<file path="config.mk">
export PLATFORM = sky130hd
export DESIGN_NAME = seg_scan_driver
export DESIGN_NICKNAME = d
export VERILOG_FILES = /design/src/rtl/seg_pkg.sv /design/src/rtl/seg_hex_glyph.sv /design/src/rtl/seg_scan_driver.sv
export SDC_FILE = /design/constraint.sdc
export NUM_CORES = 1
export LEC_CHECK = 0
export ABC_AREA = 1
export CORE_MARGIN = 3
export CORE_UTILIZATION = 58
export DETAILED_ROUTE_END_ITERATION = 6
export PLACE_DENSITY = 0.85
export SLEW_MARGIN = 20
export SYNTH_ARGS = -nofsm -noshare
export SYNTH_HDL_FRONTEND = slang
export SYNTH_SLANG_ARGS = --single-unit
</file>
<file path="constraint.sdc">
create_clock -name clk -period 4 [get_ports clk]
set_input_delay 0.8 -clock clk [delete_from_list [all_inputs] [get_ports clk]]
set_output_delay 0.8 -clock clk [all_outputs]
set_load 0.05 [all_outputs]
</file>
<file path="src/rtl/seg_pkg.sv">
// ---------------------------------------------------------------------------
// seg_pkg
// Shared definitions for the 7-segment scan driver:
//   - active-high hex glyphs, bit0 = segment a .. bit6 = segment g
//   - SEG_OFF, the active-high "all segments dark" pattern
//   - clog2_min1(), a counter width that never collapses to zero bits
// ---------------------------------------------------------------------------
package seg_pkg;

   localparam logic [6:0] GLYPH_0 = 7'h3F;
   localparam logic [6:0] GLYPH_1 = 7'h06;
   localparam logic [6:0] GLYPH_2 = 7'h5B;
   localparam logic [6:0] GLYPH_3 = 7'h4F;
   localparam logic [6:0] GLYPH_4 = 7'h66;
   localparam logic [6:0] GLYPH_5 = 7'h6D;
   localparam logic [6:0] GLYPH_6 = 7'h7D;
   localparam logic [6:0] GLYPH_7 = 7'h07;
   localparam logic [6:0] GLYPH_8 = 7'h7F;
   localparam logic [6:0] GLYPH_9 = 7'h67;
   localparam logic [6:0] GLYPH_A = 7'h77;
   localparam logic [6:0] GLYPH_B = 7'h7C;
   localparam logic [6:0] GLYPH_C = 7'h39;
   localparam logic [6:0] GLYPH_D = 7'h5E;
   localparam logic [6:0] GLYPH_E = 7'h79;
   localparam logic [6:0] GLYPH_F = 7'h71;

   localparam logic [6:0] SEG_OFF = 7'h00;

   // Bits needed to count 0..n-1; at least 1 so single-value counters stay legal.
   function automatic int clog2_min1(input int n);
      int w;
      w = 1;
      while ((32'sd1 << w) < n) begin
         w = w + 1;
      end
      return w;
   endfunction

endpackage : seg_pkg

</file>
<file path="src/rtl/seg_hex_glyph.sv">
// ---------------------------------------------------------------------------
// seg_hex_glyph
// Combinational hex-nibble to 7-segment glyph decoder (active-high).
// Ports:
//   nibble  in  4  hex digit 0..F
//   glyph   out 7  segments a..g, bit0 = a, 1 = lit
// ---------------------------------------------------------------------------
module seg_hex_glyph
   import seg_pkg::*;
(
   input  logic [3:0] nibble,
   output logic [6:0] glyph
);

   // Hex digit lookup.
   always_comb begin
      glyph = SEG_OFF;
      case (nibble)
         4'h0:    glyph = GLYPH_0;
         4'h1:    glyph = GLYPH_1;
         4'h2:    glyph = GLYPH_2;
         4'h3:    glyph = GLYPH_3;
         4'h4:    glyph = GLYPH_4;
         4'h5:    glyph = GLYPH_5;
         4'h6:    glyph = GLYPH_6;
         4'h7:    glyph = GLYPH_7;
         4'h8:    glyph = GLYPH_8;
         4'h9:    glyph = GLYPH_9;
         4'hA:    glyph = GLYPH_A;
         4'hB:    glyph = GLYPH_B;
         4'hC:    glyph = GLYPH_C;
         4'hD:    glyph = GLYPH_D;
         4'hE:    glyph = GLYPH_E;
         4'hF:    glyph = GLYPH_F;
         default: glyph = SEG_OFF;
      endcase
   end

endmodule : seg_hex_glyph

</file>
<file path="src/rtl/seg_scan_driver.sv">
// ---------------------------------------------------------------------------
// seg_scan_driver
// Time-multiplexed driver for NUM_DIGITS 7-segment digits on a shared bus.
// A shadow register holds the displayed word; one digit is scanned per slot
// of CLK_DIV cycles, the first DEAD_CYCLES of each slot fully dark.
// Ports:
//   clk, rst     clock, synchronous active-high reset
//   load         capture value/dp_in/blank_in into the shadow register
//   value        packed nibbles, digit 0 = bits [3:0]
//   dp_in        decimal point request per digit
//   blank_in     per-digit forced dark
//   lz_suppress  live leading-zero blanking enable
//   seg, dp, an  registered pin drives (polarity set by parameters)
//   frame_tick   1-cycle pulse when the scan index wraps to digit 0
// ---------------------------------------------------------------------------
module seg_scan_driver
   import seg_pkg::*;
#(
   parameter int NUM_DIGITS     = 4,
   parameter int CLK_DIV        = 50000,
   parameter int DEAD_CYCLES    = 16,
   parameter int SEG_ACTIVE_LOW = 1,
   parameter int AN_ACTIVE_LOW  = 1
)(
   input  logic                    clk,
   input  logic                    rst,
   input  logic                    load,
   input  logic [4*NUM_DIGITS-1:0] value,
   input  logic [NUM_DIGITS-1:0]   dp_in,
   input  logic [NUM_DIGITS-1:0]   blank_in,
   input  logic                    lz_suppress,
   output logic [6:0]              seg,
   output logic                    dp,
   output logic [NUM_DIGITS-1:0]   an,
   output logic                    frame_tick
);

   localparam int IW = clog2_min1(NUM_DIGITS);
   localparam int PW = clog2_min1(CLK_DIV);

   // XOR masks turn active-high internal levels into pin polarity.
   localparam logic [6:0]            SEG_XOR = (SEG_ACTIVE_LOW != 0) ? 7'h7F : 7'h00;
   localparam logic                  DP_XOR  = (SEG_ACTIVE_LOW != 0) ? 1'b1 : 1'b0;
   localparam logic [NUM_DIGITS-1:0] AN_XOR  = (AN_ACTIVE_LOW != 0) ? {NUM_DIGITS{1'b1}}
                                                                    : {NUM_DIGITS{1'b0}};

   logic [PW-1:0]           presc_r;
   logic [IW-1:0]           idx_r;
   logic [4*NUM_DIGITS-1:0] sh_val_r;
   logic [NUM_DIGITS-1:0]   sh_dp_r;
   logic [NUM_DIGITS-1:0]   sh_blank_r;
   logic [6:0]              seg_r;
   logic                    dp_r;
   logic [NUM_DIGITS-1:0]   an_r;
   logic                    frame_tick_r;

   logic                    tick_s;
   logic                    dead_s;
   logic [3:0]              nib_s;
   logic                    dp_sel_s;
   logic                    blank_sel_s;
   logic                    lz_sel_s;
   logic                    zero_run_s;
   logic [NUM_DIGITS-1:0]   zero_above_s;
   logic [NUM_DIGITS-1:0]   an_sel_s;
   logic                    lit_s;
   logic [6:0]              glyph_s;
   logic [6:0]              seg_hi_s;
   logic                    dp_hi_s;
   logic [NUM_DIGITS-1:0]   an_hi_s;

   assign tick_s = (presc_r == PW'(CLK_DIV - 1));
   assign dead_s = (int'(presc_r) < DEAD_CYCLES);

   // Select the current digit's shadow data and its leading-zero status.
   always_comb begin
      nib_s        = 4'h0;
      dp_sel_s     = 1'b0;
      blank_sel_s  = 1'b0;
      lz_sel_s     = 1'b0;
      an_sel_s     = {NUM_DIGITS{1'b0}};
      zero_above_s = {NUM_DIGITS{1'b0}};
      zero_run_s   = 1'b1;
      // zero_above_s[i]: nibbles i..NUM_DIGITS-1 are all zero.
      for (int i = NUM_DIGITS - 1; i >= 0; i--) begin
         zero_run_s      = zero_run_s & (sh_val_r[4*i +: 4] == 4'h0);
         zero_above_s[i] = zero_run_s;
      end
      for (int i = 0; i < NUM_DIGITS; i++) begin
         if (idx_r == IW'(i)) begin
            an_sel_s[i] = 1'b1;
            nib_s       = sh_val_r[4*i +: 4];
            dp_sel_s    = sh_dp_r[i];
            blank_sel_s = sh_blank_r[i];
            lz_sel_s    = (i > 0) && zero_above_s[i];
         end else begin
            an_sel_s[i] = 1'b0;
         end
      end
   end

   seg_hex_glyph u_glyph (
      .nibble (nib_s),
      .glyph  (glyph_s)
   );

   // Lit decision and active-high pin values for the current slot.
   always_comb begin
      lit_s    = !dead_s && !blank_sel_s && !(lz_suppress && lz_sel_s);
      seg_hi_s = lit_s ? glyph_s : SEG_OFF;
      dp_hi_s  = lit_s && dp_sel_s;
      an_hi_s  = lit_s ? an_sel_s : {NUM_DIGITS{1'b0}};
   end

   // Slot prescaler, scan index and frame pulse.
   always_ff @(posedge clk) begin
      if (rst) begin
         presc_r      <= {PW{1'b0}};
         idx_r        <= {IW{1'b0}};
         frame_tick_r <= 1'b0;
      end else begin
         frame_tick_r <= tick_s && (idx_r == IW'(NUM_DIGITS - 1));
         if (tick_s) begin
            presc_r <= {PW{1'b0}};
            if (idx_r == IW'(NUM_DIGITS - 1)) begin
               idx_r <= {IW{1'b0}};
            end else begin
               idx_r <= idx_r + IW'(1);
            end
         end else begin
            presc_r <= presc_r + PW'(1);
         end
      end
   end

   // Shadow register for the displayed word.
   always_ff @(posedge clk) begin
      if (rst) begin
         sh_val_r   <= {(4*NUM_DIGITS){1'b0}};
         sh_dp_r    <= {NUM_DIGITS{1'b0}};
         sh_blank_r <= {NUM_DIGITS{1'b0}};
      end else if (load) begin
         sh_val_r   <= value;
         sh_dp_r    <= dp_in;
         sh_blank_r <= blank_in;
      end
   end

   // Registered pin drives with polarity applied.
   always_ff @(posedge clk) begin
      if (rst) begin
         seg_r <= SEG_OFF ^ SEG_XOR;
         dp_r  <= DP_XOR;
         an_r  <= AN_XOR;
      end else begin
         seg_r <= seg_hi_s ^ SEG_XOR;
         dp_r  <= dp_hi_s ^ DP_XOR;
         an_r  <= an_hi_s ^ AN_XOR;
      end
   end

   assign seg        = seg_r;
   assign dp         = dp_r;
   assign an         = an_r;
   assign frame_tick = frame_tick_r;

endmodule : seg_scan_driver
</file>
==> results.toml <==
[timing]
timing_hold_violations_final = 0
max_slew.worst_pin.slew_ps = 853
fin_crit_ps = 2380
finalMaxSlewViolations = 0
setup_clock_skew_after_layout_ps = 6.58
totalNegativeSetupSlack_ps = 0
worst_slew_margin_rel_pct = 43.1
maxClockFrequency_mhz = 420
share_of_the_clock_period_used_by_the_worst_path_pct = 59.5
final_setup_violation_count = 0
grt_setup_unrepaired = "no"

[yosys]
synth.lib_cells_used.distinct = 30
synth_fp_nets = 406
syn_area_per_cell_sq_um = 7.23
yosysWarningCount = 0
synthMuxAreaShare_pct = 0
post_synth_instance_area_sq_mm = 0.00266
post_synth_and_or_nand_nor_area_fraction_pct = 30.5
synth_top_family_by_area = "simple AND/OR/NAND/NOR gates"
yosys_register_bits = 55
synth_sequential_area_ratio_pct = 41.4
synth-compound-area-share_pct = 13.2
synthAdderAreaFrac_pct = 4.70
postSynthCellCount = 368
synth_xor_area_share_pct = 1.65

[run_status]
status = "finished clean"

[setup_path]
slowest_stage = "clkdlybuf4s50_1"
crit_path_end_kind = "flip-flop"
criticalPathCategory = "primary input to flip-flop"
setup.worst_path.start_class = "primary input"
regToRegEndpoint = "seg[3]$_SDFF_PP1_"
timing.reg2reg.setup_slack_ps = 1870
reg2regPathDepth = 12
critical_path.n_buffers_inverters = 2
rr_startpoint = "idx_r[0]$_SDFFE_PP0N_"
setup.worst_path.start = "load"
path_cells = "clkdlybuf4s50_1 > inv_1 > o21ai_0 > a21oi_1"
cp_data_arrival_time_ps = 2540
crit_family = "buffers and inverters"
worstPathMaxFanout = 32
worst_path_required_time_ps = 4160
critPathMaxStageDelay_ps = 790

[clock_tree]
cts_max_level = 2
ctsRootBufferMaster = "clkbuf_8"
cts_made_buffers = 5
post_cts_buffers = 0
hold_buffers = 0
worst_skew_pair.late_latency_ps = 310
cts.repair.resized = 0
clock_transition_at_the_registers_of_the_reported_paths_ps = 90
cts_tree = "yes"
clock_path_buffers = 2
cts_num_sinks = 55

[routing]
drc_marker_count_from_the_first_detailed_route_iteration = 279
final_antenna_net_count = 0
wl_per_cell_um = 12.2
drt_first_pass_iters = 4
drt-vias-per-instance = 5.40
dr_wl_met3_um = 334
post-route-drc-count = 0
maxUsedRoutingLayer = "met4"
met2_wirelength_mm = 2.79
postRouteWirelength_mm = 5.56
wl_met1_mm = 2.37
routed-via-count = 2470

[place]
io_buffers = 40
place.gp.congestion = 0.903
place.detailed.hpwl_mm = 4.05
placed_cell_area_sq_mm = 0.00305
place_inst = 449

[grt]
wire_length_of_the_first_global_routing_pass_mm = 9.68
grt_start_max_net_pins = 33
globalRouteOverflowTotal = 0
grt_pass1_vias = 2306
initial_antenna_violation_count = 0
grt_usage_pct = 22.5

[finish]
stdcell_area_sq_mm = 0.00316
instances_no_fill = 457
post_route_cells_drive_above_1_share_pct = 7.90
area_growth_pct = 18.8
n_antenna_cell = 0
nNetsFinal = 442

[floorplanning]
floorplan.initialDensity_pct = 60.7
die_outline_area_sq_mm = 0.00543
rows = 24
core_footprint_sq_mm = 0.00438
width_of_the_die_um = 73.7
dieHeight_um = 73.7
design.portCount = 41

[pwr]
power_leakage_nw = 1.33
peakVddDrop_uv = 252
total_power_mw = 1.05
p_per_area_mw_per_mm2 = 332

[min_path]
timing.hold.worst.start = "presc_r[0]$_SDFF_PP0_"
hp-class = "flip-flop to flip-flop"
worst_hold_path.endpoint = "presc_r[0]$_SDFF_PP0_"
hold_depth = 1

[job]
maxCapViolCount = 0
-- metal layers --
layer / vias to the layer above / global-route usage [%]
met3: 7 / 4.65
met2: 84 / 40.1
met1: 1126 / 26.9
met5: - / 0
met4: 0 / 6.84
li1: 1253 / -
-- synthesized netlist by cell type, drive strengths merged --
cell / instances / area (sq um)
xnor2: 1 / 8.76
nor3b: 1 / 7.51
nor3: 8 / 45.0
buf: 6 / 60.1
a22oi: 1 / 7.51
inv: 38 / 148
nand3: 32 / 180
o21ai: 33 / 184
a21boi: 1 / 11.3
a21oi: 26 / 149
ha: 10 / 125
dfxtp: 55 / 1100
nand2: 80 / 308
nor4: 1 / 6.26
nor2: 63 / 246
nand4: 3 / 18.8
xor2: 4 / 35.0
clkbuf: 5 / 18.8
-- state kept, by name, indices dropped and copies added (netlist names) --
name and cells:
frame_tick 1, an 4, seg 7, presc_r 16, idx_r 2, dp 1, sh_val_r 16, sh_blank_r 4
sh_dp_r 4
-- cell families (layout without fill, tap and decap cells) --
group | after synthesis | after routing
AOI/OAI and AO/OA | 61 | 61
buffers and inverters | 49 | 86
DFF | 55 | 55
xor gates and xnor gates | 5 | 5
and+or+nand+nor | 188 | 188
adders and majority gates | 10 | 10
-- cell type report --
cell class / instances / area [sq um]
tap: 52 / 65.1
sequential: 55 / 1100
fill: 384 / 1220
timing repair buffer: 40 / 400
clock inverter: 3 / 43.8
multi-input combinational: 264 / 1330
clock buffer: 5 / 68.8
inverter: 38 / 148
-- how the worst max path moves through the flow --
stage	endpoint	cells past startpoint
floorplan	seg[3]$_SDFF_PP1_	12
global placement	sh_val_r[13]$_SDFFE_PP0P_	4
detailed placement	sh_val_r[13]$_SDFFE_PP0P_	4
CTS	sh_val_r[13]$_SDFFE_PP0P_	4
global route	sh_val_r[13]$_SDFFE_PP0P_	4
finish	sh_val_r[13]$_SDFFE_PP0P_	4
-- placed cells by master (no fill, tap or decap), types with 2 or more instances in the layout --
cell type	instances
nand2_1	77
nor2_1	59
dfxtp_1	55
clkdlybuf4s50_1	40
inv_1	33
o21ai_0	29
nand3_1	28
a21oi_1	23
ha_1	10
nor3_1	7
clkbuf_8	5
inv_2	4
nand3_2	4
nor2_2	4
xor2_1	4
nand2_2	3
nand4_1	3
o21ai_2	2
a21oi_2	2
-- power breakdown --
part           internal, mW  total (mW)  switching [mW]
registers             0.567       0.578          0.0118
clock network         0.186       0.361           0.175
logic                0.0510       0.110          0.0589
-- metrics by stage --
stage	hold slack (ps)	setup WS, ps	utilization, %
2_1_floorplan	417	2210	-
3_3_place_gp	428	1420	69.5
3_5_place_dp	440	1350	69.5
4_1_cts	459	1660	72.1
5_1_grt	484	1460	72.1
6_report	448	1620	72.1
Power figures use the tool's default switching activity.
